### config.mk
export PLATFORM = sky130hd
export DESIGN_NAME = dbuf_frame_sequencer_flat
export DESIGN_NICKNAME = d
export VERILOG_FILES = /design/src/rtl/dbuf_frame_sequencer_if.sv /design/src/rtl/dbuf_frame_sequencer.sv /design/src/flat_wrapper.sv
export SDC_FILE = /design/constraint.sdc
export NUM_CORES = 1
export LEC_CHECK = 0
export CORE_MARGIN = 4
export CORE_UTILIZATION = 40
export DETAILED_ROUTE_END_ITERATION = 6
export PLACE_DENSITY = 0.73
export SLEW_MARGIN = 20
export SYNTH_ARGS = -nofsm -noshare
export SYNTH_HDL_FRONTEND = slang
export SYNTH_SLANG_ARGS = --single-unit
### constraint.sdc
create_clock -name clk -period 2.1 [get_ports clk]
set_input_delay 0.315 -clock clk [delete_from_list [all_inputs] [get_ports clk]]
set_output_delay 0.315 -clock clk [all_outputs]
set_load 0.1 [all_outputs]
### src/rtl/dbuf_frame_sequencer_if.sv
// ---------------------------------------------------------------------------
// dbuf_frame_sequencer_if
//
// Purpose: groups the line-drawer handshake and the frame-buffer port bus of
// the double-buffer frame sequencer into one bundle.
//
// Signals:
//   draw_we, draw_addr, draw_data   line-drawer pixel write request
//   draw_done                       line drawer finished the frame (pulse)
//   draw_start                      back buffer cleared, drawer may write (pulse)
//   vga_addr                        VGA scan address (read side)
//   fb_we, fb_wr_addr, fb_wr_data   frame-buffer write port, address = {bank, addr}
//   fb_rd_addr                      frame-buffer read address = {front_bank, vga_addr}
//
// Modports:
//   master  the sequencer: consumes draw requests, drives the frame-buffer port
//   slave   the environment: line drawer, VGA scanner and frame-buffer memory
// ---------------------------------------------------------------------------
interface dbuf_frame_sequencer_if #(
    parameter int ADDR_W = 19,
    parameter int DATA_W = 6
) ();

    logic              draw_we;
    logic [ADDR_W-1:0] draw_addr;
    logic [DATA_W-1:0] draw_data;
    logic              draw_done;
    logic              draw_start;
    logic [ADDR_W-1:0] vga_addr;
    logic              fb_we;
    logic [ADDR_W:0]   fb_wr_addr;
    logic [DATA_W-1:0] fb_wr_data;
    logic [ADDR_W:0]   fb_rd_addr;

    modport master (
        input  draw_we, draw_addr, draw_data, draw_done, vga_addr,
        output draw_start, fb_we, fb_wr_addr, fb_wr_data, fb_rd_addr
    );

    modport slave (
        output draw_we, draw_addr, draw_data, draw_done, vga_addr,
        input  draw_start, fb_we, fb_wr_addr, fb_wr_data, fb_rd_addr
    );

endinterface

### src/rtl/dbuf_frame_sequencer.sv
// ---------------------------------------------------------------------------
// dbuf_frame_sequencer
//
// Purpose: per-frame controller for a double-buffered frame buffer
// (640x480, RGB 2:2:2 by default). Each frame it clears the back bank, hands
// the single write port to the line drawer, waits for vertical sync and then
// swaps the banks. VGA reads always target the front bank, writes always the
// back bank.
//
// Ports:
//   clk, rst_n     clock (rising edge), asynchronous active-low reset
//   start_frame    pulse: begin a frame (only honoured when idle)
//   v_sync         VGA vertical sync, already synchronous to clk
//   clr_color      clear colour, only used with DBUF_CLEAR_COLOR_EN
//   front_bank     bank currently displayed
//   busy           high whenever a frame is in progress
//   frame_drop     pulse: vertical sync arrived before the frame was ready
//   draw_err       sticky: drawer wrote while it did not own the port
//   bus            draw handshake + frame-buffer port (master modport)
//
// Configuration macro:
//   DBUF_CLEAR_COLOR_EN  defined: clr_color is captured on start_frame and
//                        used as the fill colour; undefined: fill is zero.
// ---------------------------------------------------------------------------
module dbuf_frame_sequencer #(
    parameter int ADDR_W    = 19,
    parameter int DATA_W    = 6,
    parameter int PIX_COUNT = 307200,
    parameter bit VS_POL    = 1'b0
) (
    input  logic              clk,
    input  logic              rst_n,
    input  logic              start_frame,
    input  logic              v_sync,
    input  logic [DATA_W-1:0] clr_color,
    output logic              front_bank,
    output logic              busy,
    output logic              frame_drop,
    output logic              draw_err,
    dbuf_frame_sequencer_if.master bus
);

    typedef enum logic [2:0] {
        IDLE,
        CLEAR,
        DRAW,
        WAIT_VS,
        SWAP
    } state_t;

    localparam logic [ADDR_W-1:0] LAST_ADDR = ADDR_W'(PIX_COUNT - 1);

    state_t            state_q, state_d;
    logic [ADDR_W-1:0] clr_cnt_q, clr_cnt_d;
    logic              front_q, front_d;
    logic              vs_q;
    logic              vs_edge;
    logic              draw_start_q, draw_start_d;
    logic              frame_drop_q, frame_drop_d;
    logic              draw_err_q, draw_err_d;
    logic              we_q, we_d;
    logic [ADDR_W:0]   waddr_q, waddr_d;
    logic [DATA_W-1:0] wdata_q, wdata_d;
    logic [DATA_W-1:0] fill;

`ifdef DBUF_CLEAR_COLOR_EN
    logic [DATA_W-1:0] fill_q, fill_d;

    // Fill colour is frozen at start_frame so a mid-clear change of
    // clr_color cannot produce a two-tone back buffer.
    always_comb begin
        fill_d = fill_q;
        if (state_q == IDLE && start_frame) begin
            fill_d = clr_color;
        end
    end

    always_ff @(posedge clk or negedge rst_n) begin
        if (!rst_n) begin
            fill_q <= '0;
        end else begin
            fill_q <= fill_d;
        end
    end

    assign fill = fill_q;
`else
    logic unused_clr_color;

    assign unused_clr_color = ^clr_color;
    assign fill             = '0;
`endif

    // Edge into the active sync level. The history flop resets to the
    // inactive level so a sync line idling inactive never fakes an edge.
    always_ff @(posedge clk or negedge rst_n) begin
        if (!rst_n) begin
            vs_q <= ~VS_POL;
        end else begin
            vs_q <= v_sync;
        end
    end

    assign vs_edge = (v_sync == VS_POL) && (vs_q != VS_POL);

    // State register and all registered outputs.
    always_ff @(posedge clk or negedge rst_n) begin
        if (!rst_n) begin
            state_q      <= IDLE;
            clr_cnt_q    <= '0;
            front_q      <= 1'b0;
            draw_start_q <= 1'b0;
            frame_drop_q <= 1'b0;
            draw_err_q   <= 1'b0;
            we_q         <= 1'b0;
            waddr_q      <= '0;
            wdata_q      <= '0;
        end else begin
            state_q      <= state_d;
            clr_cnt_q    <= clr_cnt_d;
            front_q      <= front_d;
            draw_start_q <= draw_start_d;
            frame_drop_q <= frame_drop_d;
            draw_err_q   <= draw_err_d;
            we_q         <= we_d;
            waddr_q      <= waddr_d;
            wdata_q      <= wdata_d;
        end
    end

    // Next-state logic. Drawer writes are only captured in DRAW, so anything
    // the drawer does in other states never reaches the frame buffer; it only
    // raises the sticky error flag. The clear counter stops at the last
    // address instead of wrapping.
    always_comb begin
        state_d      = state_q;
        clr_cnt_d    = clr_cnt_q;
        front_d      = front_q;
        draw_start_d = 1'b0;
        frame_drop_d = 1'b0;
        draw_err_d   = draw_err_q | (bus.draw_we && (state_q != DRAW));
        we_d         = 1'b0;
        waddr_d      = waddr_q;
        wdata_d      = wdata_q;

        case (state_q)
            IDLE: begin
                if (start_frame) begin
                    state_d   = CLEAR;
                    clr_cnt_d = '0;
                end
            end
            CLEAR: begin
                if (vs_edge) begin
                    frame_drop_d = 1'b1;
                end
                if (clr_cnt_q == LAST_ADDR) begin
                    state_d      = DRAW;
                    draw_start_d = 1'b1;
                end else begin
                    clr_cnt_d = clr_cnt_q + 1'b1;
                end
            end
            DRAW: begin
                if (vs_edge) begin
                    frame_drop_d = 1'b1;
                end
                we_d = bus.draw_we;
                if (bus.draw_we) begin
                    waddr_d = {~front_q, bus.draw_addr};
                    wdata_d = bus.draw_data;
                end
                if (bus.draw_done) begin
                    state_d = WAIT_VS;
                end
            end
            WAIT_VS: begin
                if (vs_edge) begin
                    state_d = SWAP;
                    front_d = ~front_q;
                end
            end
            SWAP: begin
                state_d = IDLE;
            end
            default: begin
                state_d = IDLE;
            end
        endcase
    end

    // Write-port mux: the clear engine owns the port in CLEAR; otherwise the
    // port shows the drawer pipeline, whose last pixel may land in the first
    // WAIT_VS cycle.
    always_comb begin
        if (state_q == CLEAR) begin
            bus.fb_we      = 1'b1;
            bus.fb_wr_addr = {~front_q, clr_cnt_q};
            bus.fb_wr_data = fill;
        end else begin
            bus.fb_we      = we_q;
            bus.fb_wr_addr = waddr_q;
            bus.fb_wr_data = wdata_q;
        end
    end

    assign bus.fb_rd_addr = {front_q, bus.vga_addr};
    assign bus.draw_start = draw_start_q;
    assign front_bank     = front_q;
    assign busy           = (state_q != IDLE);
    assign frame_drop     = frame_drop_q;
    assign draw_err       = draw_err_q;

endmodule

### src/flat_wrapper.sv
// flat-port wrapper written by rule: the top's interface ports become plain ports
module dbuf_frame_sequencer_flat 
#(
    parameter int ADDR_W    = 19,
    parameter int DATA_W    = 6,
    parameter int PIX_COUNT = 307200,
    parameter bit VS_POL    = 1'b0
)
  (clk, rst_n, start_frame, v_sync, clr_color, front_bank, busy, frame_drop, draw_err, bus_draw_we, bus_draw_addr, bus_draw_data, bus_draw_done, bus_vga_addr, bus_draw_start, bus_fb_we, bus_fb_wr_addr, bus_fb_wr_data, bus_fb_rd_addr);
  dbuf_frame_sequencer_if #(.ADDR_W(ADDR_W), .DATA_W(DATA_W)) bus_i ();
  input  logic clk;
  input  logic rst_n;
  input  logic start_frame;
  input  logic v_sync;
  input  logic [DATA_W-1:0] clr_color;
  output logic front_bank;
  output logic busy;
  output logic frame_drop;
  output logic draw_err;
  input wire logic [$bits(bus_i.draw_we)-1:0] bus_draw_we;
  input wire logic [$bits(bus_i.draw_addr)-1:0] bus_draw_addr;
  input wire logic [$bits(bus_i.draw_data)-1:0] bus_draw_data;
  input wire logic [$bits(bus_i.draw_done)-1:0] bus_draw_done;
  input wire logic [$bits(bus_i.vga_addr)-1:0] bus_vga_addr;
  output wire logic [$bits(bus_i.draw_start)-1:0] bus_draw_start;
  output wire logic [$bits(bus_i.fb_we)-1:0] bus_fb_we;
  output wire logic [$bits(bus_i.fb_wr_addr)-1:0] bus_fb_wr_addr;
  output wire logic [$bits(bus_i.fb_wr_data)-1:0] bus_fb_wr_data;
  output wire logic [$bits(bus_i.fb_rd_addr)-1:0] bus_fb_rd_addr;
  assign bus_i.draw_we = bus_draw_we;
  assign bus_i.draw_addr = bus_draw_addr;
  assign bus_i.draw_data = bus_draw_data;
  assign bus_i.draw_done = bus_draw_done;
  assign bus_i.vga_addr = bus_vga_addr;
  assign bus_draw_start = bus_i.draw_start;
  assign bus_fb_we = bus_i.fb_we;
  assign bus_fb_wr_addr = bus_i.fb_wr_addr;
  assign bus_fb_wr_data = bus_i.fb_wr_data;
  assign bus_fb_rd_addr = bus_i.fb_rd_addr;
  dbuf_frame_sequencer #(.ADDR_W(ADDR_W), .DATA_W(DATA_W), .PIX_COUNT(PIX_COUNT), .VS_POL(VS_POL)) u_core (.clk(clk), .rst_n(rst_n), .start_frame(start_frame), .v_sync(v_sync), .clr_color(clr_color), .front_bank(front_bank), .busy(busy), .frame_drop(frame_drop), .draw_err(draw_err), .bus(bus_i));
endmodule
==> results.cfg <==
[clocking]
cts_tree = done
root_buffer = clkbuf_8
clock_latency_ns = 0.32
cts_buffers = 5
clk_pin_slew_worst_paths_ns = 0.10
clock_sinks = 54
htreeDepth = 2
clk_path_buf_depth = 2

[detailed_routing]
viasPerCell = 5.30
drc = 0
routedWlPerCell_um = 15.6
drtAntennaViolNets = 0
num_vias = 2575
wl_um = 7590
drt-initial-drc-count = 158
dr.pass1.iters = 4

[floorplanning]
die_height_um = 93.7
io_pins = 108
dieArea_um2 = 8770
rows = 30
placeableCoreArea_um2 = 6940
start_util = 0.423
fp.dieW_um = 93.7

[synth]
synth_area_leaders = dfrtp_1 (45%), nand2_1 (14%), buf_4 (5.1%)
yosysTopAreaCellShare = 0.452
synth_cell_type_count = 46
yosys_warnings = 0
yosysSeqAreaShare = 0.461
synth_top_family_by_area = simple AND/OR/NAND/NOR gates
synthFlopType = dfrtp_1
synth-edff-count = 0
synth-async-reset-ratio = 1.00
synth-xor-area-share = 0.00597
syn-num-nets = 398
synth_compound_area_frac = 0.133
syn_inst = 341
synthAdderAreaFrac = 0.00426
yosys.area_share.simple = 0.268
synth_mux_area_frac = 0.0371
synth.cell_area_um2 = 2940
ys_ff_latch = 54
synth.largest_area_cell = dfrtp_1
syn_avg_cell_area_um2 = 8.61

[worst_setup_path]
crit_chain = or3b_4 > buf_12 > a21o_2 > buf_12
cp_max_fo = 12
cp_slowest_stage_delay_ns = 0.48
crit_path_top_delay_cell = or3b_4
arrival_ns = 1.82
crit_path_end_kind = output pin
start_kind = register
cp.required_ns = 1.78
crit_path_frequent_cell = buf_12
crit_type = reg2out

[finish]
area_growth_pct = 42.3
drive_above_1_share = 0.287
fin_util = 0.601
nFillCells = 593
final_nets = 446
diodes = 0

[grt]
grt_max_degree = 55
grt_pass1_vias = 2566
grt_pass1_wl_um = 12500
antenna_found_initial = 0
grt_overflow = 0
globalRouteTotalUtil = 0.178

[timing]
hold_viol = 0
finalMaxSlewViolations = 0
post-route-min-period_ns = 2.14
clock-skew-final_ns = 0.00764
setup_tns_ns = -0.190
fin_crit_sh = 1.02
finalSetupViolCount = 16
tightest_slew_ns = 0.610
setup_ws_ns = -0.0356
rsz0062_at_grt = yes
slew_headroom = 0.594
fmax_mhz = 468

[pwr]
max-vdd-ir-drop_v = 0.00111
power_density_nw_per_um2 = 1810
p_leak_nw = 1.95
switchingPower_mw = 3.95
power.share.clock = 0.096
p_int_mw = 3.59
swShare = 0.523
seq_power_share = 0.238
p_comb_frac = 0.666

[place]
place.gp.congestion = 0.891
hpwl_um = 5090
port_buffers = 63

[run]
maxCapViolCount = 0

[run_status]
violations = negative setup slack
status = finished with violations

[min_path]
hp-class = in2reg
## sequential cells by signal, indices dropped and copies added, names as in the netlist
signal / count
u_core.clr_cnt_q: 19
u_core.vs_q: 1
u_core.waddr_q: 20
u_core.bus.draw_start: 1
u_core.state_q: 3
u_core.we_q: 1
u_core.draw_err: 1
u_core.frame_drop: 1
u_core.front_bank: 1
u_core.wdata_q: 6
## critical path, delay by kind of cell (launching register included)
| family | cells | cell delay, ns |
|---|---|---|
| AND/OR/NAND/NOR | 1 | 0.48 |
| flip-flops | 1 | 0.44 |
| buffers and inverters | 2 | 0.34 |
| AO/OA/AOI/OAI | 1 | 0.23 |
## logic make-up (layout without fill, tap and decap cells)
| logic type | count (synthesis) | after routing |
|---|---|---|
| buf+inv | 48 | 97 |
| fa+ha+maj | 1 | 1 |
| mux | 10 | 10 |
| flops | 54 | 54 |
| xor+xnor | 2 | 2 |
| compound gates | 58 | 58 |
| simple gates | 168 | 168 |
## what timing repair did
item	4_1_cts	5_1_grt
hold buffers	1	0
buffers inserted	3	0
endpoints found under the setup margin	27	36
pin swaps	2	0
hold endpoints to repair	27	0
gates resized for setup	5	11
gates cloned	1	1
## Yosys cell counts (3+ instances only)
cell	number
nand3_1	6
o22a_1	4
nor2_1	6
and3_1	5
o21a_1	3
inv_1	7
a31oi_1	4
dfrtp_1	53
nor3_1	8
buf_2	10
nor4_1	3
a21o_1	7
clkbuf_1	8
and2_1	8
or4_1	4
nand4_1	6
mux2_2	7
o211a_1	4
o21ai_0	14
mux2i_1	3
buf_4	20
a21oi_1	11
nand2_1	109
## placed cells by master, fill, tap and decap left out, drive strengths merged, types with 3 or more instances in the layout
cell type,n
nor4,3
nand2,109
mux2i,3
o21a,3
clkbuf,6
buf,50
o211a,4
o21ai,15
nand3,7
mux2,7
o22a,4
nand4,6
inv,9
nor3,9
and2,8
and3,5
a21oi,11
nor2,6
clkdlybuf4s50,29
a31oi,4
a21o,7
dfrtp,53
or4,4
## path summary, 6_finish.rpt
path	depth (start not counted)	endpoint	start	slack, ns
worst max-delay path	4	bus_fb_wr_addr[8]	u_core.state_q[2]	-0.04
worst min-delay path	1	u_core.vs_q	v_sync	0.43
worst max register to register	5	u_core.state_q[1]	u_core.clr_cnt_q[0]	0.13
worst min register to register	1	u_core.draw_err	u_core.draw_err	0.47
max in group asynchronous	3	u_core.vs_q	rst_n	1.32
min in group asynchronous	3	u_core.frame_drop	rst_n	0.50
## cell type report
class	count	area, um2	area share
flip-flops and latches	54	1360	0.325
repair buffers	81	1110	0.265
clock inverters	3	43.8	0.0105
clock buffers	5	68.8	0.0165
multi-input cells	239	1450	0.348
well taps	96	120	0.0288
inverters	8	30.0	0.00719
## power by group through the flow
stage               registers (mW)  logic [mW]  clock network [mW]
finish                        1.79        5.02               0.725
global route                  1.85        5.24               0.769
CTS                           1.77        4.96               0.732
detailed placement            1.79        4.84                   0
global placement              1.77        4.79                   0
floorplan                     1.78        3.39                   0
## stage by stage
stage | setup slack [ns] | instances | hold WS, ns | cell area [um2] | power, mW
after floorplan | 0.00458 | 341 | 0.0194 | 3050 | 5.17
after detailed placement | 0.0724 | 472 | 0.337 | 3940 | 6.63
final | -0.0356 | 486 | 0.429 | 4180 | 7.54
after global placement | 0.0937 | 472 | 0.338 | 3940 | 6.56
after CTS | -0.0470 | 485 | 0.429 | 4120 | 7.46
after global routing | -0.0805 | 486 | 0.435 | 4180 | 7.86
## layer usage
layer  GRT usage  vias up  part of all wire
met2       0.286       81              0.49
met5           0        -                 0
met1       0.237     1244              0.44
met3      0.0409       11             0.053
met4      0.0602        0             0.019
li1            -     1239                 -
Note: power is estimated with default switching activity, not from simulation.
